$ cat src/rtl/fpu_pipe_pkg.sv
// Shared FPU pipeline definitions: opcodes, latencies and register-file geometry.
package fpu_pipe_pkg;

   localparam int NREGS   = 16;
   localparam int REGW    = 4;
   localparam int CNTW    = 4;
   localparam int LAT_ADD = 3;
   localparam int LAT_MUL = 4;
   localparam int LAT_DIV = 8;
   localparam int ISIZE   = 32;

   typedef enum logic [1:0] {
      OP_ADD = 2'b00,
      OP_MUL = 2'b01,
      OP_DIV = 2'b10,
      OP_NOP = 2'b11
   } op_e;

   function automatic logic [CNTW-1:0] lat_of(input op_e op);
      case (op)
         OP_ADD:  lat_of = CNTW'(LAT_ADD);
         OP_MUL:  lat_of = CNTW'(LAT_MUL);
         OP_DIV:  lat_of = CNTW'(LAT_DIV);
         OP_NOP:  lat_of = {CNTW{1'b0}};
         default: lat_of = {CNTW{1'b0}};
      endcase
   endfunction

endpackage

$ cat src/rtl/fpu_scoreboard.sv
// Per-register countdown scoreboard: a register is busy until its counter reaches zero.
module fpu_scoreboard
   import fpu_pipe_pkg::*;
(
   input  logic             clk,
   input  logic             rst,
   input  logic             set_en_i,
   input  logic [REGW-1:0]  set_idx_i,
   input  logic [CNTW-1:0]  set_val_i,
   output logic [NREGS-1:0] busy_vec_o
);

   logic [CNTW-1:0] cnt_q [NREGS];
   logic [CNTW-1:0] cnt_d [NREGS];

   // Decrement every live counter; a new issue overrides the decrement.
   always_comb begin
      for (int r = 0; r < NREGS; r++) begin
         if (set_en_i && (set_idx_i == REGW'(r))) begin
            cnt_d[r] = set_val_i;
         end else if (cnt_q[r] != {CNTW{1'b0}}) begin
            cnt_d[r] = cnt_q[r] - CNTW'(1);
         end else begin
            cnt_d[r] = {CNTW{1'b0}};
         end
      end
   end

   // Counter state register.
   always_ff @(posedge clk) begin
      for (int r = 0; r < NREGS; r++) begin
         if (rst) begin
            cnt_q[r] <= {CNTW{1'b0}};
         end else begin
            cnt_q[r] <= cnt_d[r];
         end
      end
   end

   // Busy flags straight from the counter state.
   always_comb begin
      for (int r = 0; r < NREGS; r++) begin
         busy_vec_o[r] = (cnt_q[r] != {CNTW{1'b0}});
      end
   end

endmodule

$ cat src/rtl/ifid_issue_ctrl.sv
// IF/ID hazard and issue control: RAW/WAW via the scoreboard, divider occupancy
// and a write-back port reservation shift register.
module ifid_issue_ctrl
   import fpu_pipe_pkg::*;
(
   input  logic             clk,
   input  logic             rst,
   input  logic             id_valid,
   input  logic [1:0]       id_op,
   input  logic [REGW-1:0]  id_src1,
   input  logic [REGW-1:0]  id_src2,
   input  logic [REGW-1:0]  id_dst,
   input  logic             id_wr,
   input  logic             flush_req,
   output logic             ifid_stall,
   output logic             ifid_flush,
   output logic             issue_valid,
   output logic [NREGS-1:0] busy_vec,
   output logic             div_busy
);

   if (LAT_DIV > (2 ** CNTW) - 1) begin : g_lat_chk
      $error("LAT_DIV does not fit in the scoreboard counter width");
   end

   op_e             op_s;
   logic [CNTW-1:0] lat_s;
   logic            is_nop_s;
   logic            wr_s;
   logic            raw_s;
   logic            waw_s;
   logic            sdiv_s;
   logic            swb_s;
   logic            wb_set_s;
   logic [CNTW-1:0] div_cnt_q;
   logic [CNTW-1:0] div_cnt_d;
   logic [LAT_DIV:1] wb_resv_q;
   logic [LAT_DIV:1] wb_resv_d;

   assign op_s     = op_e'(id_op);
   assign lat_s    = lat_of(op_s);
   assign is_nop_s = (op_s == OP_NOP);
   // A NOP never writes, so it can never raise WAW or a write-back conflict.
   assign wr_s     = id_wr & ~is_nop_s;

   assign raw_s  = ~is_nop_s & (busy_vec[id_src1] | busy_vec[id_src2]);
   assign waw_s  = wr_s & busy_vec[id_dst];
   assign sdiv_s = (op_s == OP_DIV) & (div_cnt_q != {CNTW{1'b0}});

   // Write-back slot lookup at the op's own latency.
   always_comb begin
      swb_s = 1'b0;
      for (int i = 1; i <= LAT_DIV; i++) begin
         swb_s = swb_s | (wb_resv_q[i] & (lat_s == CNTW'(i)));
      end
      swb_s = swb_s & wr_s;
   end

   assign ifid_flush  = flush_req;
   assign ifid_stall  = id_valid & ~flush_req & (raw_s | waw_s | sdiv_s | swb_s);
   assign issue_valid = id_valid & ~flush_req & ~ifid_stall & ~is_nop_s;
   assign div_busy    = (div_cnt_q != {CNTW{1'b0}});
   assign wb_set_s    = issue_valid & wr_s;

   fpu_scoreboard u_scoreboard (
      .clk        (clk),
      .rst        (rst),
      .set_en_i   (wb_set_s),
      .set_idx_i  (id_dst),
      .set_val_i  (lat_s),
      .busy_vec_o (busy_vec)
   );

   // Shift reservations toward slot 1; a new one lands at its post-shift slot.
   always_comb begin
      for (int i = 1; i < LAT_DIV; i++) begin
         wb_resv_d[i] = wb_resv_q[i+1] | (wb_set_s & (lat_s == CNTW'(i + 1)));
      end
      wb_resv_d[LAT_DIV] = 1'b0;
   end

   // Divider occupancy countdown.
   always_comb begin
      if (issue_valid && (op_s == OP_DIV)) begin
         div_cnt_d = CNTW'(LAT_DIV);
      end else if (div_cnt_q != {CNTW{1'b0}}) begin
         div_cnt_d = div_cnt_q - CNTW'(1);
      end else begin
         div_cnt_d = {CNTW{1'b0}};
      end
   end

   // Divider and reservation state registers.
   always_ff @(posedge clk) begin
      if (rst) begin
         div_cnt_q <= {CNTW{1'b0}};
         wb_resv_q <= {LAT_DIV{1'b0}};
      end else begin
         div_cnt_q <= div_cnt_d;
         wb_resv_q <= wb_resv_d;
      end
   end

endmodule

$ cat config.mk
export PLATFORM = sky130hd
export DESIGN_NAME = ifid_issue_ctrl
export DESIGN_NICKNAME = d
export VERILOG_FILES = /design/src/rtl/fpu_pipe_pkg.sv /design/src/rtl/fpu_scoreboard.sv /design/src/rtl/ifid_issue_ctrl.sv
export SDC_FILE = /design/constraint.sdc
export NUM_CORES = 1
export LEC_CHECK = 0
export ABC_AREA = 1
export ABC_CLOCK_PERIOD_IN_PS = 3050
export CAP_MARGIN = 30
export CORE_AREA = 2 2 101 103
export DETAILED_ROUTE_END_ITERATION = 7
export DIE_AREA = 0 0 103 105
export PLACE_DENSITY = 0.61
export SYNTH_ARGS = -nofsm -noshare
export SYNTH_HDL_FRONTEND = slang
export SYNTH_HIERARCHICAL = 1
export SYNTH_SLANG_ARGS = --single-unit
$ cat constraint.sdc
create_clock -name clk -period 3.05 [get_ports clk]
set_input_delay 0.4575 -clock clk [delete_from_list [all_inputs] [get_ports clk]]
set_output_delay 0.4575 -clock clk [all_outputs]
set_load 0.01 [all_outputs]
==> impl_metrics.toml, run 1 <==
[sta]
period_share_pct = 96.7
hold_viol = 0
clock.fmax_ghz = 0.339
rsz0062_at_grt = "true"
relSlewSlack_pct = 72.4
finClkSkew_ns = 0.0157
setup-violations-final = 0
fin_crit_ns = 2.95
maxSlewViolCount = 0
whs_ns = 0.408
tightest_slew_ns = 0.413

[setup_path]
end_kind = "primary output"
path_class = "reg2out"
worstPathArrival_ns = 2.49
startpoint_type = "flop"
reg2reg_setup_slack_ns = 0.44
cp_max_fo = 4
crit_required_ns = 2.59

[layout]
antennaDiodeCount = 0
syn_to_final_growth_pct = 20.1
fin_cells = 872
finalCoreUtilization_pct = 52.3
layout-drive-gt1-share_pct = 8.39
final_nets = 755

[clock_network]
clk_path_buf_depth = 2
cts_resized = 0
postCtsSetupRepairBufs = 0
numCtsBuffers = 9
cts_root_buf = "clkbuf_8"
cts_tree = "done"
path_clk_slew_ns = 0.09
htree_levels = 3
clock_latency_ns = 0.36
ctsHoldBuffers = 0
clock_sinks = 73

[power_and_ir_drop]
finalPower_mw = 4.11
seqPwrFrac_pct = 31.3
power_leakage_nw = 2.26
p_sw_share_pct = 40.3
p_int_mw = 2.45
pwr_density_cell_mw_per_mm2 = 816
comb_power_share_pct = 45.7
max-vdd-ir-drop_mv = 0.525
clockPowerShare_pct = 23.0
switchingPower_mw = 1.66

[hold_path]
hold_class = "reg2reg"

[place]
gp_congestion = 0.848
post-dp-hpwl_um = 8370
portBuffers = 38
dp_cells = 857

[floorplan]
dieArea_mm2 = 0.0108
fp.dieW_um = 103
io_pins = 39
initial_core_util_pct = 43.5
die_y_um = 105
rows = 36
coreArea_mm2 = 0.00964

[yosys]
seq_area_frac_synth_pct = 34.8
synthCells = 689
avgSynthCellArea_um2 = 6.09
ys_types = 28
ys_ff_latch = 73
yosysWarnings = 6
syn-cell-area_mm2 = 0.00420
synth_fp_nets = 709

[routing]
vias = 4462
first_iter_violations = 296
routed_via_density = 5.12
drtAntennaViolNets = 0
drc_errors = 0
drt_wl_total_um = 11600
routedWlPerCell_um = 13.3
dr.pass1.iters = 6

[global_routing]
first_global_vias = 4003
antenna_found_initial = 0
overflow = 0
grt_first_pass_wirelength_um = 19100
grtUsageTotal_pct = 22.2
grt_max_degree = 34

[run_status]
status = "completed"

[job]
drv_cap = 0
[Yosys cell counts, drive strengths merged]
cell    number  share of area (%)
nand4        2               0.45
clkbuf       7               0.63
nand3       62                8.2
nor2       125                 12
nand2      182                 16
dfxtp       73                 35
inv         88                7.9
o211ai       5                1.1
buf          9                1.7
clkinv       1              0.089
o21bai       1               0.18
ha           1               0.30
a22o         1               0.21
a21oi       49                5.8
nand3b       8                1.4
nor3         1               0.12
o21ai       74                8.8
[final timing paths]
kind,start,end,cells past startpoint
worst max register to register,u_scoreboard/cnt_q[0][13]$_SDFF_PP0_,u_scoreboard/cnt_q[0][31]$_SDFF_PP0_,17
worst min-delay path,wb_resv_q[6]$_SDFF_PP0_,wb_resv_q[5]$_SDFF_PP0_,2
worst max-delay path,u_scoreboard/cnt_q[0][13]$_SDFF_PP0_,issue_valid,12
worst min register to register,wb_resv_q[6]$_SDFF_PP0_,wb_resv_q[5]$_SDFF_PP0_,2
[cells by family (layout without fill, tap and decap cells)]
group           after synthesis  after routing  synth area share [%]
compound gates              130            130                  16.2
fa+ha+maj                     1              1                 0.298
buf+inv                     105            155                  10.4
flops                        73             73                  34.8
simple gates                380            380                  38.3
[state kept, by name (all words and copies together) (netlist names)]
signal	cells
div_cnt_q	4
wb_resv_q	5
u_scoreboard/cnt_q	64
[power groups by stage]
stage	Clock [mW]	Combinational (mW)	Sequential (mW)
final	0.945	1.88	1.29
after global routing	1.00	2.11	1.31
after CTS	0.963	1.85	1.28
after detailed placement	0	1.84	1.30
after global placement	0	1.81	1.29
after floorplan	0	1.19	1.26
[critical path: stages, from the launching register on]
cell	delay, ns
dfxtp_1	0.33
nor2_1	0.16
nand2_1	0.14
inv_1	0.18
nand2_1	0.08
nand3_1	0.09
nand3_1	0.08
nand3_1	0.09
nand2_1	0.06
o21ai_1	0.20
nand3_1	0.11
inv_1	0.08
clkdlybuf4s50_1	0.54
[metrics by stage]
step / setup slack [ns] / cell area (µm²) / setup TNS (ns)
after floorplan: 0.884 / 4200 / 0
after global placement: 0.118 / 4750 / 0
after detailed placement: 0.0910 / 4750 / 0
after CTS: 0.0202 / 4990 / 0
after global routing: -0.0417 / 5040 / -0.0417
final: 0.102 / 5040 / 0
[layer usage]
metal  track usage [%]  up-vias  part of all wire, %  wire length [µm]
li1                  -     2286                    -                 -
met1              30.4     2045                   46              5400
met2              36.4      117                   47              5440
met3              3.61       14                  5.4               632
met4              5.17        0                  1.3               153
met5                 0        -                    0                 0
[cell type report]
cell class | instances | area (µm²)
Clock inverter | 5 | 104
Timing Repair Buffer | 51 | 480
Inverter | 89 | 337
Multi-Input combinational cell | 511 | 2350
Fill cell | 1018 | 4600
Tap cell | 133 | 166
Clock buffer | 10 | 138
Sequential cell | 73 | 1460
[cell usage in the layout (no fill, tap or decap)]
cell type | netlist | layout
a21oi_1 | 49 | 49
a22o_1 | 1 | 1
buf_4 | 1 | 13
bufinv_16 | 0 | 3
clkbuf_8 | 0 | 10
clkdlybuf4s50_1 | 0 | 37
clkinv_1 | 1 | 1
clkinv_2 | 0 | 1
clkinv_4 | 0 | 1
dfxtp_1 | 73 | 73
dlymetal6s2s_1 | 0 | 1
ha_1 | 1 | 1
inv_1 | 87 | 84
inv_2 | 0 | 3
inv_4 | 1 | 1
nand2_1 | 181 | 176
nand2_2 | 1 | 6
nand3_1 | 57 | 56
nand3_2 | 4 | 5
nand3_4 | 1 | 1
nand3b_1 | 8 | 8
nand4_1 | 1 | 1
nand4_2 | 1 | 1
nor2_1 | 120 | 110
nor2_2 | 2 | 10
nor2_4 | 3 | 5
nor3_1 | 1 | 1
o211ai_1 | 3 | 3
o211ai_2 | 2 | 2
o21ai_0 | 72 | 72
o21ai_1 | 2 | 2
o21bai_1 | 1 | 1
Note: power is estimated with default switching activity, not from simulation.
==> inputs of run 2 (changes only) <==
- ABC_CLOCK_PERIOD_IN_PS: 3050 -> default
- CELL_PAD_IN_SITES_DETAIL_PLACEMENT: default -> 1
- CELL_PAD_IN_SITES_GLOBAL_PLACEMENT: default -> 1
- CORE_AREA: 2 2 101 103 -> 2 2 102 104
- DIE_AREA: 0 0 103 105 -> 0 0 104 106
- PLACE_DENSITY: 0.61 -> 0.82
- RECOVER_POWER: default -> 25
==> run 2 against run 1 <==
Hold slack improved by 0.0097 ns. Utilization fell by 1.5 points. Power rose by 2.4%. Via count rose by 2.3%. Clock power fell by 2.5%. Combinational power rose by 6%. Cell area rose by 0.67%. Critical path type is now in2out. Largest cell class unchanged. Largest power group unchanged.
==> impl_metrics.toml, run 2 (synthesized netlist as in run 1, its figures left out) <==
[floorplan]
die_y_um = 106
io_pins = 39
rows = 37
dieArea_mm2 = 0.0110
fp.dieW_um = 104
coreArea_mm2 = 0.0100
initial_core_util_pct = 42.0

[clock_network]
postCtsSetupRepairBufs = 0
clock_latency_ns = 0.35
clock_sinks = 73
ctsHoldBuffers = 0
path_clk_slew_ns = 0.08
cts_root_buf = "clkbuf_8"
cts_tree = "done"
clk_path_buf_depth = 2
htree_levels = 3
numCtsBuffers = 9

[layout]
fill_cells = 1396
antennaDiodeCount = 0
final_nets = 757
layout_commonest_cell = "nand2_1"
seq_area_mm2 = 0.00146
top_register = "u_scoreboard/cnt_q"
reg_top3 = "u_scoreboard/cnt_q (64), wb_resv_q (5), div_cnt_q (4)"
finalCoreUtilization_pct = 50.7
multi_input_area_mm2 = 0.00237
largest_register_ff_count = 64
final_cell_mix = "nand2_1 (173), nor2_1 (108), inv_1 (84)"
syn_to_final_growth_pct = 20.9
layout-drive-gt1-share_pct = 9.32
fin_cells = 876

[routing]
drc_errors = 0
drt_wl_total_um = 13700
dr.pass1.iters = 4
met2WireLength_um = 6990
wl_met1_um = 6090
wl_met3_um = 399
routed_via_density = 5.21
first_iter_violations = 183
topRoutingLayerUsed = "met4"
drtAntennaViolNets = 0
vias = 4566
routedWlPerCell_um = 15.7

[setup_path]
max_stage_delay_ns = 0.57
worstPathCellList = "clkdlybuf4s50_1, buf_12, inv_4, a21oi_1, o21ai_1, nand2_1, nor2_1, nor2_2, o21ai_2, a21oi_1, clkdlybuf4s50_1"
worstPathArrival_ns = 2.48
crit_required_ns = 2.59
end_kind = "primary output"
crit_buf_inv = 4
startpoint_type = "input port"
path_class = "in2out"
slowest_stage = "clkdlybuf4s50_1"
cp_top_family = "buffers and inverters"
cp_max_fo = 14

[place]
portBuffers = 38
dp_cells = 862
gp_congestion = 0.880
post-dp-hpwl_um = 10000

[run_status]
status = "completed"

[sta]
clock.fmax_ghz = 0.341
setup-violations-final = 0
rsz0062_at_grt = "true"
maxSlewViolCount = 0
whs_ns = 0.417
finClkSkew_ns = 0.0140
fin_crit_ns = 2.94
tightest_slew_ns = 0.561
fin_tns_setup_ns = 0
relSlewSlack_pct = 62.5
hold_viol = 0
period_share_pct = 96.3

[power_and_ir_drop]
power_leakage_nw = 2.25
pwr_density_cell_mw_per_mm2 = 830
finalPower_mw = 4.21
max-vdd-ir-drop_mv = 0.403

[hold_path]
hold_class = "reg2reg"

[global_routing]
grt_max_degree = 38
first_global_vias = 4740
grtUsageTotal_pct = 25.7
overflow = 0
grt_first_pass_wirelength_um = 22800
antenna_found_initial = 0

[job]
drv_cap = 0
[run 2: cell count changes in the layout (fill, tap and decap cells not counted), moves of 2 or more]
cell	change
nand2_1	-3
nor2_2	+2
nor2_1	-2
nand2_2	+3
dlygate4sd3_1	+2
[run 2: where the power goes]
part / switching, mW / internal (mW) / total [mW]
Combinational: 1.21 / 0.781 / 1.99
Sequential: 0.168 / 1.14 / 1.30
Clock: 0.385 / 0.536 / 0.921
[run 2: final cells by class]
class	instances	area share (%)
repair buffers	53	9.96
multi-input cells	511	46.7
clock inverters	5	2.10
flip-flops and latches	73	28.8
inverters	89	6.63
well taps	136	3.35
clock buffers	9	2.44
[run 2: worst paths after layout]
path | from | end | slack (ns) | depth (start not counted)
setup / recovery | id_dst[0] | ifid_stall | 0.11 | 11
setup reg to reg | u_scoreboard/cnt_q[0][16]$_SDFF_PP0_ | u_scoreboard/cnt_q[1][27]$_SDFF_PP0_ | 0.36 | 17
hold reg to reg | wb_resv_q[7]$_SDFF_PP0_ | wb_resv_q[6]$_SDFF_PP0_ | 0.42 | 2
hold / removal | wb_resv_q[7]$_SDFF_PP0_ | wb_resv_q[6]$_SDFF_PP0_ | 0.42 | 2
[run 2: layer usage]
layer / track usage (%) / vias to the layer above
li1: - / 2286
met1: 31.2 / 2202
met3: 5.27 / 18
met4: 7.24 / 0
met5: 0 / -
met2: 46.2 / 60
[run 2: metrics by stage]
step	instance area (µm²)	setup WS, ns
finish	5070	0.114
global route	5070	-0.0165
CTS	5010	0.0175
detailed placement	4780	0.0617
global placement	4780	0.132
floorplan	4200	0.884
[run 2: worst min-delay path, cell delays in order (launching register included)]
cell and delay, ns:
dfxtp_1 0.30, inv_1 0.04, nor2_1 0.03
[run 2: timing repair]
item                       4_1_cts  5_1_grt
hold endpoints to repair         0        0
setup endpoints to repair        1        2
gates resized for setup          1       25
